<file path="src/rtl/pipe_pkg.sv">
// Shared types and defaults for the pipeline-stage buffer and its storage slot.
// Holds the occupancy state enum and the default-width entry layout with its bubble value.
package pipe_pkg;

    localparam int DATA_W_DEF   = 64;
    localparam int EXC_W_DEF    = 5;
    localparam int EXC_NONE_DEF = 31;

    typedef enum logic [1:0] {
        EMPTY = 2'd0,
        ONE   = 2'd1,
        TWO   = 2'd2
    } pipe_state_e;

    typedef struct packed {
        logic [DATA_W_DEF-1:0] data;
        logic [EXC_W_DEF-1:0]  exc;
        logic                  bd;
    } pipe_entry_t;

    localparam pipe_entry_t PIPE_BUBBLE = '{
        data: '0,
        exc:  5'(EXC_NONE_DEF),
        bd:   1'b0
    };

endpackage

</file>
<file path="src/rtl/pipe_slot.sv">
// One storage entry: load, clear-to-bubble or hold.
// Latency: load visible one cycle later. Backpressure: none, the owner decides when to load.
// Clear wins over load so a kill always leaves a clean bubble.
module pipe_slot #(
    parameter int           W      = 1,
    parameter logic [W-1:0] BUBBLE = '0
) (
    input  logic         clk,
    input  logic         reset,
    input  logic         load,
    input  logic         clear,
    input  logic [W-1:0] d,
    output logic [W-1:0] q
);

    logic [W-1:0] q_q;
    logic [W-1:0] q_d;

    always_comb begin
        q_d = q_q;
        if (clear) begin
            q_d = BUBBLE;
        end else if (load) begin
            q_d = d;
        end
    end

    always_ff @(posedge clk) begin
        if (reset) begin
            q_q <= BUBBLE;
        end else begin
            q_q <= q_d;
        end
    end

    assign q = q_q;

endmodule

</file>
<file path="src/rtl/pipe_stage_buf.sv">
// Valid/ready pipeline-stage register with optional skid entry; PIPE_STAGE_PERF_EN adds stall_cnt.
// Latency: one cycle from input fire to out_*; all outputs come from the head register.
// Backpressure: DEPTH=1 in_ready follows out_ready; DEPTH=2 in_ready is registered (low only when full).
module pipe_stage_buf
    import pipe_pkg::*;
#(
    parameter int DATA_W   = DATA_W_DEF,
    parameter int EXC_W    = EXC_W_DEF,
    parameter int EXC_NONE = EXC_NONE_DEF,
    parameter int DEPTH    = 2
) (
`ifdef PIPE_STAGE_PERF_EN
    output logic [31:0]       stall_cnt,
`endif
    input  logic              clk,
    input  logic              reset,
    input  logic              flush,
    input  logic              in_valid,
    output logic              in_ready,
    input  logic [DATA_W-1:0] in_data,
    input  logic [EXC_W-1:0]  in_exc,
    input  logic              in_bd,
    output logic              out_valid,
    input  logic              out_ready,
    output logic [DATA_W-1:0] out_data,
    output logic [EXC_W-1:0]  out_exc,
    output logic              out_bd,
    output logic              out_has_exc
);

    localparam logic [EXC_W-1:0] EXC_NONE_V = EXC_NONE[EXC_W-1:0];

    typedef struct packed {
        logic [DATA_W-1:0] data;
        logic [EXC_W-1:0]  exc;
        logic              bd;
    } entry_t;

    localparam int     ENTRY_W = $bits(entry_t);
    localparam entry_t BUBBLE  = '{data: '0, exc: EXC_NONE_V, bd: 1'b0};
    localparam logic [ENTRY_W-1:0] BUBBLE_V = BUBBLE;

    pipe_state_e state_q;
    pipe_state_e state_d;

    entry_t in_ent;
    entry_t head_q;
    entry_t skid_q;
    entry_t head_din;

    logic head_ld;
    logic head_clr;
    logic skid_ld;
    logic skid_clr;
    logic in_fire;
    logic out_fire;

    assign in_ent   = '{data: in_data, exc: in_exc, bd: in_bd};
    assign in_fire  = in_valid & in_ready;
    assign out_fire = out_valid & out_ready;

    // Flush behaves like reset for state and data; a same-cycle output fire is
    // still consumed downstream, so simply dropping everything is correct.
    always_comb begin
        state_d  = state_q;
        head_ld  = 1'b0;
        head_clr = 1'b0;
        head_din = in_ent;
        skid_ld  = 1'b0;
        skid_clr = 1'b0;
        if (flush) begin
            state_d  = EMPTY;
            head_clr = 1'b1;
            skid_clr = 1'b1;
        end else begin
            unique case (state_q)
                EMPTY: begin
                    if (in_fire) begin
                        state_d = ONE;
                        head_ld = 1'b1;
                    end
                end
                ONE: begin
                    if (in_fire && out_fire) begin
                        head_ld = 1'b1;
                    end else if (in_fire && (DEPTH == 2)) begin
                        state_d = TWO;
                        skid_ld = 1'b1;
                    end else if (out_fire) begin
                        state_d  = EMPTY;
                        head_clr = 1'b1;
                    end
                end
                TWO: begin
                    if (out_fire) begin
                        state_d  = ONE;
                        head_ld  = 1'b1;
                        head_din = skid_q;
                        skid_clr = 1'b1;
                    end
                end
                default: begin
                    state_d  = EMPTY;
                    head_clr = 1'b1;
                    skid_clr = 1'b1;
                end
            endcase
        end
    end

    always_ff @(posedge clk) begin
        if (reset) begin
            state_q <= EMPTY;
        end else begin
            state_q <= state_d;
        end
    end

    pipe_slot #(
        .W      (ENTRY_W),
        .BUBBLE (BUBBLE_V)
    ) u_head (
        .clk   (clk),
        .reset (reset),
        .load  (head_ld),
        .clear (head_clr),
        .d     (head_din),
        .q     (head_q)
    );

    generate
        if (DEPTH == 2) begin : g_skid
            logic in_rdy_q;
            logic in_rdy_d;

            pipe_slot #(
                .W      (ENTRY_W),
                .BUBBLE (BUBBLE_V)
            ) u_skid (
                .clk   (clk),
                .reset (reset),
                .load  (skid_ld),
                .clear (skid_clr),
                .d     (in_ent),
                .q     (skid_q)
            );

            // Registered ready keeps out_ready off the upstream timing path.
            assign in_rdy_d = (state_d != TWO);

            always_ff @(posedge clk) begin
                if (reset) begin
                    in_rdy_q <= 1'b1;
                end else begin
                    in_rdy_q <= in_rdy_d;
                end
            end

            assign in_ready = in_rdy_q;
        end else begin : g_noskid
            assign skid_q   = BUBBLE;
            assign in_ready = (state_q == EMPTY) | out_ready;
        end
    endgenerate

    assign out_valid   = (state_q != EMPTY);
    assign out_data    = head_q.data;
    assign out_exc     = head_q.exc;
    assign out_bd      = head_q.bd;
    assign out_has_exc = out_valid & (head_q.exc != EXC_NONE_V);

`ifdef PIPE_STAGE_PERF_EN
    logic [31:0] stall_cnt_q;
    logic [31:0] stall_cnt_d;

    always_comb begin
        stall_cnt_d = stall_cnt_q;
        if (out_valid && !out_ready && (stall_cnt_q != 32'hFFFF_FFFF)) begin
            stall_cnt_d = stall_cnt_q + 32'd1;
        end
    end

    always_ff @(posedge clk) begin
        if (reset) begin
            stall_cnt_q <= 32'd0;
        end else begin
            stall_cnt_q <= stall_cnt_d;
        end
    end

    assign stall_cnt = stall_cnt_q;
`endif

endmodule
</file>
<file path="config.mk">
export PLATFORM = sky130hd
export DESIGN_NAME = pipe_stage_buf
export DESIGN_NICKNAME = d
export VERILOG_FILES = /design/src/rtl/pipe_pkg.sv /design/src/rtl/pipe_slot.sv /design/src/rtl/pipe_stage_buf.sv
export SDC_FILE = /design/constraint.sdc
export NUM_CORES = 1
export LEC_CHECK = 0
export BUFFER_PORTS_ARGS = -buffer_cell sky130_fd_sc_hd__buf_4
export CORE_UTILIZATION = 30
export CTS_BUF_LIST = sky130_fd_sc_hd__clkbuf_16
export DETAILED_ROUTE_END_ITERATION = 16
export SYNTH_ARGS = -nofsm -noshare
export SYNTH_HDL_FRONTEND = slang
export SYNTH_HIERARCHICAL = 1
export SYNTH_SLANG_ARGS = --single-unit
</file>
<file path="constraint.sdc">
create_clock -name clk -period 3 [get_ports clk]
set_input_delay 0.3 -clock clk [delete_from_list [all_inputs] [get_ports clk]]
set_output_delay 0.3 -clock clk [all_outputs]
set_load 0.02 [all_outputs]
</file>
==> results.py <==
metrics = {
    "sta": {
        "final-hold-violation-count": 0,
        "fin_setup_tns_ns": 0,
        "fin_worst_skew_ns": 0.00981,
        "min_period_over_period_pct": 71.9,
        "fmax_mhz": 464,
        "slew_viol_final": 0,
        "grt_setup_unrepaired": "false",
        "setup_viol": 0,
        "setup_ws_ns": 0.843,
        "layout_min_cycle_time_ns": 2.16,
        "max_slew_margin_pct": 62.5,
        "tightest_slew_ns": 0.557,
    },
    "floorplan": {
        "die_w_um": 145,
        "start_util_pct": 31.0,
        "core_area_um2": 19700,
        "die_h_um": 145,
        "boundaryPins": 148,
        "dieArea_um2": 20900,
        "num_rows": 51,
    },
    "synthesis": {
        "ys_types": 26,
        "avgSynthCellArea_um2": 10.9,
        "syn_nets": 634,
        "yosys.area_share.simple_pct": 10.7,
        "synth-seq-cells": 143,
        "syn_inst": 559,
        "synth_area_um2": 6100,
        "yosys.area_share.adder_pct": 0,
        "synth_top_family_by_area": "multiplexers",
        "yosysWarnings": 6,
        "ys_seq_area_share_pct": 46.9,
        "synth_mux_area_share_pct": 35.9,
        "yosys.area_share.xor_xnor_pct": 0,
        "synth_top_area_share_pct": 46.9,
        "synth_compound_area_share_pct": 0.800,
        "synth_top_cell_by_area": "dfxtp_1",
        "synthTopCellsByArea": "dfxtp_1 47%, mux2i_1 23%, mux2_2 12%, nor2_1 8.2%, buf_6 3.5%",
    },
    "clocking": {
        "clkSinkCount": 143,
        "ctsResizeCount": 0,
        "cts_tree": "done",
        "clock_latency_ns": 0.41,
        "post-cts-setup-buffer-count": 0,
        "cts_buffers": 17,
        "cts_root_buf": "clkbuf_16",
        "ctsHtreeMaxLevel": 4,
        "ctsHoldBuffers": 0,
        "clk_pin_slew_ns": 0.06,
        "clock_path_buffers": 2,
    },
    "global_route": {
        "grt_usage_pct": 13.4,
        "gr-total-overflow": 0,
        "grt_pass1_vias": 4151,
        "grt_max_degree": 45,
        "grt_pass1_wl_um": 21300,
        "grt_antenna_before_repair": 0,
    },
    "route": {
        "via_count": 4284,
        "drc": 0,
        "firstDrtPassIters": 4,
        "routed_wl_um": 13500,
        "drt_iter0_markers": 79,
        "antenna_left": 0,
        "avgRoutedWirePerCell_um": 13.9,
        "via_per_inst": 4.40,
    },
    "pwr": {
        "p_sw_w": 0.000986,
        "max-vdd-ir-drop_v": 0.000354,
        "p_seq_share_pct": 44.2,
        "power.share.clock_pct": 47.4,
        "leakage_nw": 3.01,
        "switching_share_pct": 22.5,
        "p_int_w": 0.00340,
        "power.density_nw_per_um2": 554,
        "pwr-share-comb_pct": 8.4,
    },
    "placed_design": {
        "place_hpwl_um": 8820,
        "dp_slack_ns": 0.861,
        "place_congestion": 0.716,
        "place.port_buffers": 147,
    },
    "critical_path": {
        "startpoint_type": "flop",
        "critPathRequiredTime_ns": 3.28,
        "reg2reg_from": "state_q[1]",
        "end_kind": "flop",
        "path_class": "flop to flop",
        "startpoint": "state_q[1]",
        "worst_ep_arrival_time_ns": 2.44,
        "path_max_fanout": 38,
    },
    "final_layout": {
        "area_growth_syn_to_layout_pct": 29.8,
        "drive_gt1_share_pct": 35.7,
        "fin_nets": 771,
        "n_antenna_cell": 0,
    },
    "min_path": {
        "holdCritPathClass": "primary input to flop",
        "hp-start": "reset",
    },
    "status": {
        "status": "complete, no violations",
    },
    "run": {
        "cap_violations": 0,
    },
}
worst max-delay path: stages, from the launching register on:
cell and delay (ns):
dfxtp_1 0.47, inv_2 0.13, nor4b_4 0.30, buf_4 0.50, mux2_2 0.40, mux2i_1 0.14
nor2_1 0.05
final timing paths:
path,endpoint,slack (ns),depth (start not counted)
worst max-delay path,u_head/q[47],0.84,6
worst max register to register,u_head/q[47],0.84,6
worst min register to register,g_skid.u_skid/q[2],0.47,2
worst min-delay path,state_q[1],0.11,2
sequential cells by signal, indices dropped and copies added, names as in the netlist:
signal / count
u_head/q: 70
state_q: 2
in_ready: 1
g_skid.u_skid/q: 70
through the flow:
stage	hold WS (ns)	util (%)	power, W	instances	cell area, µm²
global placement	0.447	37.2	0.00236	942	7340
finish	0.108	40.2	0.00439	973	7920
CTS	0.0839	40.2	0.00447	973	7920
floorplan	0.377	-	0.00220	559	6100
global route	0.0901	40.2	0.00459	973	7920
detailed placement	0.452	37.2	0.00236	942	7340
cells in the mapped netlist:
cell type / count
inv_1: 1
and3b_1: 1
clkbuf_1: 3
or2_1: 2
buf_4: 14
dfxtp_1: 143
buf_2: 2
a32oi_1: 1
o21ai_0: 1
a21oi_1: 2
mux2_1: 6
mux2_2: 64
inv_2: 1
nand2_1: 13
a41oi_1: 1
o21bai_1: 1
nor4b_4: 1
nor2_1: 133
mux2i_1: 140
nor4_1: 3
and3_1: 2
o221ai_1: 1
or4_1: 1
buf_6: 19
and4b_1: 1
nand2b_1: 2
placed cells by master (no fill, tap or decap), drive strengths merged:
cell / instances
a41oi: 1
a32oi: 1
nand2b: 2
nand2: 13
and4b: 1
bufinv: 3
mux2: 70
o21bai: 1
clkinv: 7
inv: 4
nor2: 133
and3b: 1
dfxtp: 143
o21ai: 1
nor4: 3
clkbuf: 17
mux2i: 140
o221ai: 1
clkinvlp: 2
buf: 156
a21oi: 2
nor4b: 1
and3: 2
or2: 2
or4: 1
power groups by stage:
stage / clock network [W] / registers (W) / logic (W)
final: 0.00208 / 0.00194 / 0.000369
after global routing: 0.00225 / 0.00194 / 0.000401
after CTS: 0.00215 / 0.00194 / 0.000377
after detailed placement: 0 / 0.00198 / 0.000376
after global placement: 0 / 0.00198 / 0.000374
after floorplan: 0 / 0.00200 / 0.000198
final cells by class:
cell class | count | area (µm²)
sequential | 143 | 2860
clock buffer | 17 | 425
timing repair buffer | 156 | 1230
inverter | 2 | 7.51
clock inverter | 14 | 153
multi-input combinational | 376 | 2910
tap | 265 | 332
fill | 1958 | 11800
per-layer routing:
| layer | GRT usage [%] | share of wire [%] |
|---|---|---|
| met1 | 17.5 | 48 |
| met2 | 20.8 | 46 |
| met3 | 4.14 | 5.1 |
| met4 | 4.32 | 1.0 |
| met5 | 0 | 0 |
cell families (layout without fill, tap and decap cells):
| logic type | count (synthesis) | count (layout) |
|---|---|---|
| buffers and inverters | 40 | 189 |
| and+or+nand+nor | 159 | 159 |
| DFF | 143 | 143 |
| muxes | 210 | 210 |
| AOI/OAI and AO/OA | 7 | 7 |
Power figures use the tool's default switching activity.
